$ cat src/rtl/mult_share_arb.sv
// mult_share_arb: round-robin arbiter sharing one shift-add multiplier between two clients.
// Rev 1.0 - initial release.
`default_nettype none

module mult_share_arb #(
   parameter int WIDTH       = 16,
   parameter int TIMEOUT_CYC = 64
) (
   input  logic               clk,
   input  logic               rst,
   input  logic               req0,
   input  logic               req1,
   input  logic [WIDTH-1:0]   a0,
   input  logic [WIDTH-1:0]   b0,
   input  logic [WIDTH-1:0]   a1,
   input  logic [WIDTH-1:0]   b1,
   output logic               ack0,
   output logic               ack1,
   output logic [2*WIDTH-1:0] result,
   output logic               err,
   output logic               busy,
   output logic               gnt_id,
   output logic [WIDTH-1:0]   mult_a,
   output logic [WIDTH-1:0]   mult_b,
   output logic               mult_init,
   input  logic               mult_done_n,
   input  logic [2*WIDTH-1:0] mult_pp
);

   localparam int CNT_W = (TIMEOUT_CYC > 2) ? $clog2(TIMEOUT_CYC) : 1;
   localparam logic [CNT_W-1:0] TO_LAST = CNT_W'(TIMEOUT_CYC - 1);

   typedef enum logic [1:0] {
      IDLE      = 2'd0,
      LAUNCH    = 2'd1,
      WAIT_DONE = 2'd2,
      ACK       = 2'd3
   } state_t;

   state_t           state;
   logic             prio;
   logic [CNT_W-1:0] cnt;
   logic             pick;

   // prio names the client that wins a tie; a lone request always wins.
   assign pick = (req0 && req1) ? prio : req1;

   always_ff @(posedge clk or negedge rst) begin
      if (!rst) begin
         state     <= IDLE;
         prio      <= 1'b0;
         cnt       <= '0;
         ack0      <= 1'b0;
         ack1      <= 1'b0;
         result    <= '0;
         err       <= 1'b0;
         busy      <= 1'b0;
         gnt_id    <= 1'b0;
         mult_a    <= '0;
         mult_b    <= '0;
         mult_init <= 1'b0;
      end else begin
         ack0 <= 1'b0;
         ack1 <= 1'b0;
         case (state)
            IDLE: begin
               if (req0 || req1) begin
                  gnt_id    <= pick;
                  mult_a    <= pick ? a1 : a0;
                  mult_b    <= pick ? b1 : b0;
                  prio      <= ~pick;
                  cnt       <= '0;
                  mult_init <= 1'b1;
                  busy      <= 1'b1;
                  state     <= LAUNCH;
               end
            end
            LAUNCH: begin
               if (cnt == TO_LAST) begin
                  result    <= '0;
                  err       <= 1'b1;
                  mult_init <= 1'b0;
                  ack0      <= ~gnt_id;
                  ack1      <= gnt_id;
                  state     <= ACK;
               end else begin
                  cnt <= cnt + 1'b1;
                  // Init is held until the multiplier leaves any finished state left over from a prior job.
                  if (mult_done_n) begin
                     mult_init <= 1'b0;
                     state     <= WAIT_DONE;
                  end
               end
            end
            WAIT_DONE: begin
               if (cnt == TO_LAST) begin
                  result <= '0;
                  err    <= 1'b1;
                  ack0   <= ~gnt_id;
                  ack1   <= gnt_id;
                  state  <= ACK;
               end else begin
                  cnt <= cnt + 1'b1;
                  if (!mult_done_n) begin
                     result <= mult_pp;
                     err    <= 1'b0;
                     ack0   <= ~gnt_id;
                     ack1   <= gnt_id;
                     state  <= ACK;
                  end
               end
            end
            ACK: begin
               busy  <= 1'b0;
               state <= IDLE;
            end
            default: begin
               busy      <= 1'b0;
               mult_init <= 1'b0;
               state     <= IDLE;
            end
         endcase
      end
   end

endmodule

`default_nettype wire
$ cat config.mk
export PLATFORM = sky130hd
export DESIGN_NAME = mult_share_arb
export DESIGN_NICKNAME = d
export VERILOG_FILES = /design/src/rtl/mult_share_arb.sv
export SDC_FILE = /design/constraint.sdc
export NUM_CORES = 1
export LEC_CHECK = 0
export CAP_MARGIN = 25
export CORE_MARGIN = 2
export CORE_UTILIZATION = 42
export CTS_CLUSTER_DIAMETER = 60
export DETAILED_ROUTE_END_ITERATION = 8
export PLACE_DENSITY = 0.81
export SYNTH_ARGS = -nofsm -noshare
export SYNTH_HDL_FRONTEND = slang
export SYNTH_SLANG_ARGS = --single-unit
$ cat constraint.sdc
create_clock -name clk -period 2.4 [get_ports clk]
set_input_delay 0.36 -clock clk [delete_from_list [all_inputs] [get_ports clk]]
set_output_delay 0.36 -clock clk [all_outputs]
set_load 0.01 [all_outputs]
# After elaboration in Yosys (flattened, before gate mapping)
# Index checks and enable logic that the tools add are counted.
dict set report totals {
  register_bits 79
  latchBits 0
  mem_bits_rw 0
  rom_bits 0
  inputBits 101
  out_inout_bits 70
  wordCells 71
  memories 0
}
dict set report classes {
  n_addsub 1
  multipliers 0
  div_mod_pow 0
  magnitude_cmp 0
  eq_ne 9
  shifts 0
  n_mux 33
  bitwise 2
  reduce_logical 14
}
# operator count
set ops {}
lappend ops {{2-to-1 mux 32 bit} 3}
lappend ops {{one-hot mux 32 bit (2 select lines)} 1}
lappend ops {{2-to-1 mux 16 bit} 2}
lappend ops {{2-to-1 mux 1 bit} 13}
lappend ops {{2-to-1 mux 6 bit} 2}
lappend ops {{one-hot mux 6 bit (2 select lines)} 1}
lappend ops {{AND reduction 3 bit} 4}
lappend ops {{2-to-1 mux 2 bit} 5}
lappend ops {{one-hot mux 1 bit (2 select lines)} 5}
lappend ops {{one-hot mux 2 bit (4 select lines)} 1}
lappend ops {{nonzero test 2 bit} 4}
lappend ops {{adder 6 x 1 -> 6 bit (second input constant)} 1}
lappend ops {{== test 6 bit (second input constant)} 1}
lappend ops {{inequality test 2 bit (second input constant)} 3}
lappend ops {{inequality test 3 bit (second input constant)} 2}
lappend ops {{== test 2 bit (second input constant)} 2}
lappend ops {{AND reduction 2 bit} 2}
lappend ops {{== test 2 x 1 -> 1 bit (second input constant)} 1}
lappend ops {{zero test 2 bit} 1}
lappend ops {{NOT 1 bit} 2}
lappend ops {{OR reduction 2 bit} 1}
lappend ops {{logical AND 1 bit} 1}
lappend ops {{logical OR 1 bit} 1}

# Depth between registers and ports, before layout
# Gate-level depths: netlist (run 1).
dict set report depth {
  depth_word 4
  mapped_depth 9
  depth_no_buf 6
}

# Worst setup path after synthesis (run 1)
# Ideal clock, no wire load.
dict set report synth_timing {
  path_type {register to register}
  from {reg state[0]}
  to {reg mult_init}
  arrival_time_ns 1.716
  required_ns 2.282
  setup_slack_ns 0.566
  stages_incl_launch_ff 9
  n_path_buf 2
  path_cell_list {dfrtp_1 > inv_1 > ha_1 > or3b_1 > buf_6 > nand2_4 > buf_12 > a21oi_1 > a21o_1}
}
dict set report synth_between {
  elab_chain_len 3
  word_cells_on_any_way 7
  cone_classes {eq/ne: 3; mux: 1; reduce/logical: 3}
}
# element line
set synth_rtl {}
lappend synth_rtl {{from (decl)} 40} ;# state_t state;
lappend synth_rtl {{from (signal assigned)} 50} ;# state <= IDLE;
lappend synth_rtl {{from (signal assigned)} 75} ;# state <= LAUNCH;
lappend synth_rtl {{from (signal assigned)} 85} ;# state <= ACK;
lappend synth_rtl {{== test 2 x 1 -> 1 bit / zero test 2 bit (equally long branches)} 65} ;# case (state)
lappend synth_rtl {{inequality test 3 bit (no source line), or another cell as far along} n/a}
lappend synth_rtl {{AND reduction 3 bit (no source line)} n/a}
lappend synth_rtl {{to (signal assigned)} 61} ;# mult_init <= 1'b0;
lappend synth_rtl {{to (signal assigned)} 73} ;# mult_init <= 1'b1;
lappend synth_rtl {{to (signal assigned)} 82} ;# mult_init <= 1'b0;
lappend synth_rtl {{to (decl)} 25} ;# output logic mult_init,
# Several ways; a longest one is shown, not always the timed one.
# A chain may end at the register's enable or synchronous reset.

# Worst setup path after layout (run 1)
dict set report layout_timing {
  from {reg state[0]}
  to {reg mult_b[7]}
}
dict set report layout_between {
  elab_chain_len 2
}
# element line
set layout_rtl {}
lappend layout_rtl {{zero test 2 bit} 65}
lappend layout_rtl {{AND reduction 2 bit (no source line)} n/a}
lappend layout_rtl {{to (signal assigned)} 70} ;# mult_b <= pick ? b1 : b0;
lappend layout_rtl {{to (decl)} 24} ;# output logic [WIDTH-1:0] mult_b,
# Every way passes these cells.

==> results by stage, run 1 <==
Yosys:
- By area the synthesized netlist is led by sky130_fd_sc_hd__dfrtp_1 (53%), sky130_fd_sc_hd__o21ai_0 (9.5%), sky130_fd_sc_hd__mux2i_1 (8.9%), sky130_fd_sc_hd__nand4_1 (5.6%), sky130_fd_sc_hd__nand2_1 (4.2%).
- The summed instance area of the synthesized netlist is 3700 um2.
- The area fraction of the dominant cell type after synthesis is 53.5%.
- Of all flip-flops after synthesis, the portion carrying an async set or reset was 100%.
- The average footprint of a synthesized cell is 10.1 um2.
- Counting every net in the synthesized netlist gives 474.
- The number of instances in the synthesized netlist is 367.
- Yosys mapped a number of flops with a built-in enable equal to 0.
- The share of synthesized area occupied by flip-flops and latches is 53.5%.
- The most used flip-flop cell after synthesis is sky130_fd_sc_hd__dfrtp_1.
- The synthesized design contains 79 register bits.
- The number of different library cells used by synthesis comes to 41.
- The Yosys step of the flow raised 0 warnings.
- The largest total area in the synthesized netlist belongs to sky130_fd_sc_hd__dfrtp_1.

STA:
- For the pin with the worst max-slew slack, the measured transition is 549 ps.
- The final hold violation count is 0.
- The normalized max-slew margin is 63.4%.
- The max-slew violation count is 0.
- The maximum clock frequency is 0.486 GHz.
- The clock period minus final worst setup slack is 2060 ps.
- The final period utilization is 85.7%.
- Setup total negative slack on the finished layout was measured at 0 ps.
- Once routing completed, OpenROAD measured the worst setup slack at 342 ps.
- Setup repair after global routing left no endpoint under its margin.
- The final clock skew is 12.9 ps.
- The worst hold margin is 3.26 ps.
- Setup violations remaining at the end of the flow were counted as 0.

Worst setup path:
- The count of buffering cells on the critical path with inverters included is 2.
- STA classifies the critical path endpoint as a flop.
- The largest single stage delay on the critical path is 540 ps.
- In this run the worst path has a maximum fanout of 41.
- The endpoint required time on the critical path is 2660 ps.
- The worst flop-to-flop path startpoint is state[0]$_DFFE_PN0P_.
- In this run the worst setup path begins at state[0]$_DFFE_PN0P_.
- The slowest cell on the critical path is sky130_fd_sc_hd__or3b_1.
- Traced cell by cell, the critical path runs through inv_1 -> ha_1 -> or3b_1 -> nand2_4 -> buf_12 -> nand2_1 -> o21ai_0.
- The kind of cell with the highest combined delay along the critical path is simple AND/OR/NAND/NOR gates.
- STA classifies the critical path startpoint as a flop.
- The arrival time at the worst endpoint is 2320 ps.
- The critical path class is flop to flop.

CTS:
- In this run the post-CTS setup repair buffer count came out at 0.
- The clock root buffer master is sky130_fd_sc_hd__clkbuf_8.
- The number of clock buffers added by TritonCTS is 9.
- Buffers inserted to repair hold after CTS numbered 0.
- The maximum count of clock buffers along a single path is 2.
- The number of sinks on the clock net is 79.
- After clock tree synthesis, the repair step resized 0 gates.
- The TritonCTS clock tree is built.
- After clock tree synthesis, the clock-pin slew on the worst setup and hold paths is 90 ps.
- The number of levels the H-tree was split into is 3.
- For the worst-skew pair, the clock arrives at the later sink with an insertion delay of 340 ps.

Floorplanning:
- The I/O pin total is 171.
- In this run the vertical extent of the chip is 97.8 um.
- The starting density of the core is 42.8%.
- The area of the die is 9570 um2.
- The placeable core region is 8640 um2.
- The width of the die is 97.8 um.
- Row generation in the floorplan step produced 34 rows.

Drt:
- The routed layout has 3,288 vias.
- The post-detailed-routing wire length is 10,100 um.
- The routed design uses 1060 um of met3 wire.
- In the detailed route, the total length drawn on met2 is 4480 um.
- The total DRC errors in the routed layout is 0.
- For this block, wires on met1 add up to 4310 um.
- The highest layer touched by signal routing is met4.
- The average vias per placed instance is 5.11.
- The first detailed-routing pass ran for 4 iterations.
- The count of antenna-violating nets left after detailed routing is 0.
- The average wire per cell in the routed design is 15.6 um.
- The initial detailed-routing violation count is 121.

Run status:
- The flow ran to the end, and the final reports show no timing, DRC or antenna violations.

Global route:
- The global-route wire length before repair is 16,400 um.
- The via count of the first global-routing pass is 3,243.
- For this run, the total global-route usage over all layers was measured as 21.3%.
- The initial antenna violation count came to 0.
- The pin count of the biggest net entering global routing is 42.
- The total global routing overflow is 0.

Finish:
- The total of fill cells in the finished design is 680.
- Across the whole layout, storage elements account for 1980 um2.
- In the final layout, the share of cells above drive strength 1 is 6.53%.
- The number of inserted diodes is 0.
- The multi-input combinational cells in the finished layout cover a total of 1420 um2.
- In the layout the commonest cells are sky130_fd_sc_hd__clkdlybuf4s50_1 (169), sky130_fd_sc_hd__dfrtp_1 (79), sky130_fd_sc_hd__o21ai_0 (70).
- The layout-stage area growth over the synthesis result is 54.5%.
- The number of nets in the final layout is 639.
- The most frequent standard cell in the layout excluding fill and tap cells is sky130_fd_sc_hd__clkdlybuf4s50_1.

Placed design:
- OpenSTA, run right after detailed placement, puts the worst setup slack at 196 ps.
- After legalization and detailed placement, the total HPWL measured 7460 um.
- The weighted congestion reported at the end of routability-driven placement is 0.722.
- Input and output buffers added on the ports amount to 170.

Hold path:
- The path class of the tightest hold or removal check is input port to async pin.

Pwr:
- The design draws 6.67 mW.
- The static leakage is 2.53 nW.
- Across the VDD grid, the largest voltage drop is 0.000586 V.
- The power per standard cell area is 1170 nW/um2.

Job:
- The number of maximum-capacitance violations is 0.
==> flip-flops by register name, summed over array words and instances, names as in the netlist <==
| name | cells |
|---|---|
| gnt_id | 1 |
| busy | 1 |
| state | 2 |
| result | 32 |
| ack1 | 1 |
| cnt | 6 |
| mult_init | 1 |
| prio | 1 |
| mult_b | 16 |
| ack0 | 1 |
| err | 1 |
| mult_a | 16 |
==> where the power goes <==
group          total, mW  internal [mW]  switching [mW]  leakage [nW]
logic               3.27           1.67            1.60          1.43
clock network       1.09          0.608           0.486         0.101
registers           2.31           1.95           0.365          1.00
total               6.67           4.23            2.45          2.53
==> worst register-to-register path, delay by kind of cell, from the launching register on <==
kind | cells | cell delay, ps
AND/OR/NAND/NOR | 3 | 910
flip-flops | 1 | 420
buffers and inverters | 2 | 380
adder cells (fa/ha/maj) | 1 | 180
AO/OA/AOI/OAI | 1 | 90
==> path summary, 6_finish.rpt <==
kind                                              end  slack [ps]  cells past startpoint
max in group asynchronous       mult_a[2]$_DFFE_PN0P_        1790                      2
min in group clk                mult_a[9]$_DFFE_PN0P_         490                      2
worst max-delay path            mult_b[7]$_DFFE_PN0P_         340                      7
worst max register to register  mult_b[7]$_DFFE_PN0P_         340                      7
worst min-delay path            mult_b[6]$_DFFE_PN0P_           3                      1
worst min register to register  mult_a[9]$_DFFE_PN0P_         490                      2
==> Yosys cell counts, types with 2 or more instances <==
master                      n
sky130_fd_sc_hd__a21oi_1    5
sky130_fd_sc_hd__a31oi_1    2
sky130_fd_sc_hd__buf_2      8
sky130_fd_sc_hd__buf_8      3
sky130_fd_sc_hd__clkbuf_1  10
sky130_fd_sc_hd__clkbuf_2   2
sky130_fd_sc_hd__dfrtp_1   79
sky130_fd_sc_hd__ha_1       6
sky130_fd_sc_hd__inv_1     37
sky130_fd_sc_hd__mux2i_1   33
sky130_fd_sc_hd__nand2_1   41
sky130_fd_sc_hd__nand3_1    6
sky130_fd_sc_hd__nand4_1   33
sky130_fd_sc_hd__nor2_1     5
sky130_fd_sc_hd__o21ai_0   70
sky130_fd_sc_hd__o22a_1     2
==> per-layer routing <==
layer,GRT usage [%],vias to the layer above
met5,0,-
met1,28.1,1508
met3,8.45,16
li1,-,1607
met2,31.4,157
met4,9.19,0
==> logic make-up after synthesis <==
logic type | after synthesis | share of synthesized area, %
mux | 34 | 9.24
fa+ha+maj | 6 | 2.03
simple gates | 95 | 13.1
buf+inv | 62 | 8.19
compound gates | 91 | 14.0
flops | 79 | 53.5
==> metrics by stage <==
| stage | util [%] | std cells | instance area, um2 |
|---|---|---|---|
| 3_3_place_gp | 63.6 | 629 | 5490 |
| 2_1_floorplan | - | 367 | 3700 |
| 5_1_grt | 66.1 | 644 | 5710 |
| 3_5_place_dp | 63.6 | 629 | 5490 |
| 6_report | 66.1 | 644 | 5710 |
| 4_1_cts | 66.1 | 644 | 5710 |
==> area by class of cell <==
class	instances	area share [%]
well taps	108	2.37
clock inverters	5	1.45
inverters	37	2.43
repair buffers	179	31.8
clock buffers	10	2.41
multi-input cells	226	24.9
flip-flops and latches	79	34.6
(Power assumes the default switching activity.)
==> run 2: changes to the inputs <==
CORE_ASPECT_RATIO = 2   (was not set)
CORE_UTILIZATION = 37   (was 42)
PLACE_DENSITY = 0.76   (was 0.81)
clock period = 1.85 ns   (was 2.4 ns; I/O delays follow)
==> run 2 against run 1 <==
  * Utilization decreased by 5.1 points
  * Maximum frequency increased by 20%
  * First-iteration DRC count is 12% lower
  * Critical endpoint is now state[0]$_DFFE_PN0P_
==> results by stage, run 2 (synthesized netlist as in run 1, its figures left out) <==
Placed design:
- The placed wire-length estimate is 7870 um.
- The count of input and output buffers is 170.
- The worst setup slack before clock tree synthesis is -33.8 ps.
- The cell count after placement is 666.
- Routability-driven placement finished with a final weighted congestion of 0.788.

Global route:
- The via count of the first global-routing pass is 3,427.
- The total global routing overflow is 0.
- The fraction of met2 tracks used by global routing is 35.0%.
- The first global-routing pass estimated 16,600 um of wire.
- The met1 layer usage reported by global route is 21.8%.
- The initial antenna violation count is 0.
- After global routing, the most crowded layer is met2.
- Entering global routing, the biggest net connects 47 pins.
- The global routing usage summed across all routing layers is 19.5%.
- In the global route stage, met3 resource usage came out at 4.36%.

Worst setup path:
- The slowest cell on the critical path is sky130_fd_sc_hd__dfrtp_1.
- The critical path is of the flop to flop type.
- At the worst endpoint, the arrival time is 1960 ps.
- In this design, the stage delay of the slowest critical-path cell is 370 ps.
- The family with the most delay on the worst path is compound AO/OA/AOI/OAI gates.
- The endpoint required time on the critical path is 2090 ps.
- The count of buffering cells on the critical path with inverters included is 2.
- Across all register-to-register paths, the minimum setup slack is 130 ps.
- The signal on the critical path passes through inv_1 -> buf_4 -> ha_1 -> mux2_2 -> o21ai_0 -> o211ai_1 -> a32oi_1.
- Along the worst path, the maximum fanout reaches 6.
- The nature of the critical path startpoint is a flop.
- The kind of capture point of the worst setup path is a flop.

Pwr:
- The sequential group share of total power is 33.2%.
- In this run the power density over the cells is 1520 nW/um2.
- Net switching is 36.1% of the power.
- The analysis attributes to cell leakage a power of 2.64 nW.
- The clock network fraction of total power is 18.0%.
- The analysis attributes to net switching a power of 3.25 mW.
- The proportion of power drawn by combinational gates is 48.8%.
- Cell internal power was estimated by the tool at 5.77 mW.
- The largest vdd supply drop is 0.000767 V.
- Summing internal, switching and leakage power gives 9.02 mW.

Floorplanning:
- The starting density of the core is 38.1%.
- The placeable core region is 9700 um2.
- In this run the core area contains 51 standard-cell rows.
- In this run the horizontal extent of the chip is 74.7 um.
- The I/O pin total is 171.
- The die outline height is 145 um.
- The floorplan step defined a die boundary enclosing 10,900 um2.

Finish:
- For this run, the post-layout net count is 653.
- Counting flops per register, the top entry is result.
- The final cell count without fillers is 683.
- The total of fill cells in the finished design is 858.
- The largest registers in the layout are result x32, mult_a x16, mult_b x16.
- The most frequent standard cell in the layout excluding fill and tap cells is sky130_fd_sc_hd__clkdlybuf4s50_1.
- The number of inserted diodes is 0.
- Compared with the post-synthesis result, the final layout area differs by 60.2%.
- The fraction of layout cells with a size suffix above 1 is 9.80%.
- Leaving out fill and tap cells, the most frequent cells in the layout are sky130_fd_sc_hd__clkdlybuf4s50_1 (169), sky130_fd_sc_hd__dfrtp_1 (79), sky130_fd_sc_hd__o21ai_0 (70).
- The register with the most flip-flops in the layout has 32 of them.

Drt:
- After detailed routing, the average wire length per cell comes to 15.0 um.
- For this run, design rule violations remaining after detail routing come to 0.
- The post-detailed-routing wire length is 10,300 um.
- The initial detailed-routing violation count is 107.
- The via count is 3,340.
- After detailed routing, the number of vias per cell comes to 4.89.
- Once detail routing completed, the nets flagged for antenna violations numbered 0.
- For this run, the detailed router's first-pass iteration total came to 4.

CTS:
- The H-tree generated during clock tree synthesis spans 3 levels.
- TritonCTS built the clock tree.
- The clock drives 79 sinks.
- The clock latency on the worst-skew pair is 330 ps.
- The clock passes through at most 2 buffers.
- The clock root buffer master is sky130_fd_sc_hd__clkbuf_16.
- The clock input transition at the sequential cells of the worst setup and hold paths is 60 ps.
- The number of buffers inserted during clock tree synthesis is 9.

Run status:
- The run finished with clean final reports.

STA:
- The worst setup margin is 128 ps.
- The max-slew violation count is 0.
- The worst-margin pin slew is 422 ps.
- The worst pin sits at a relative slew slack of 71.9%.
- The final period utilization is 93.1%.
- The final hold violation count came to 0.
- The setup TNS is 0 ps.
- The clock period minus final worst setup slack is 1720 ps.
- Setup repair after global routing left no endpoint under its margin.
- On the final layout, the worst clock skew is 8.30 ps.
- The tightest hold path in the finished design has a slack of 432 ps.
- The number of setup violations in the final report is 0.
- The maximum clock frequency is 0.581 GHz.

Job:
- The number of maximum-capacitance violations is 0.

Hold path:
- The class of the tightest hold or removal check is input port to async pin.
[run 2: area by class of cell]
cell class / instances / area, um2 / area share (%)
repair buffers: 193 / 1920 / 32.5
flip-flops and latches: 79 / 1980 / 33.4
well taps: 132 / 165 / 2.79
inverters: 37 / 139 / 2.35
multi-input cells: 226 / 1440 / 24.3
clock buffers: 10 / 239 / 4.04
clock inverters: 6 / 36.3 / 0.613
[run 2: metal layers]
metal	vias up	share of wire, %
met4	0	1.6
met1	1572	37
met3	13	7.1
met2	128	54
met5	-	0
li1	1627	-
[run 2: power by group through the flow]
| stage | registers (mW) | clock network (mW) | logic, mW |
|---|---|---|---|
| 3_5_place_dp | 3.00 | 0 | 4.44 |
| 5_1_grt | 3.10 | 1.74 | 4.88 |
| 2_1_floorplan | 3.30 | 0 | 1.85 |
| 6_report | 2.99 | 1.62 | 4.40 |
| 4_1_cts | 3.00 | 1.67 | 4.45 |
| 3_3_place_gp | 2.98 | 0 | 4.29 |
[run 2: per-stage QoR]
stage | util, % | area, um2
floorplan | - | 3700
global placement | 57.9 | 5620
detailed placement | 57.9 | 5620
CTS | 60.8 | 5900
global route | 61.0 | 5920
finish | 61.0 | 5920
[run 2: worst reg2reg max path, delay by kind of cell (launching register included)]
family	cells	cell delay, ps
AO/OA/AOI/OAI	3	510
adder cells (fa/ha/maj)	1	260
multiplexers	1	280
buffers and inverters	2	220
flip-flops	1	370
[run 2: what timing repair did]
action | in CTS | in global routing
gates resized for setup | 0 | 5
endpoints found under the hold margin | 29 | 0
endpoints found under the setup margin | 0 | 49
hold buffers | 1 | 0
setup buffers | 0 | 0
[run 2: worst paths after layout]
check | startpoint | endpoint | depth (start not counted)
setup / recovery | state[0]$_DFFE_PN0P_ | state[0]$_DFFE_PN0P_ | 7
hold / removal | rst | mult_a[8]$_DFFE_PN0P_ | 2
setup reg to reg | state[0]$_DFFE_PN0P_ | state[0]$_DFFE_PN0P_ | 7
hold reg to reg | mult_a[12]$_DFFE_PN0P_ | mult_a[12]$_DFFE_PN0P_ | 2
max in group asynchronous | rst | result[19]$_DFFE_PN0P_ | 3
min in group clk | mult_a[12]$_DFFE_PN0P_ | mult_a[12]$_DFFE_PN0P_ | 2
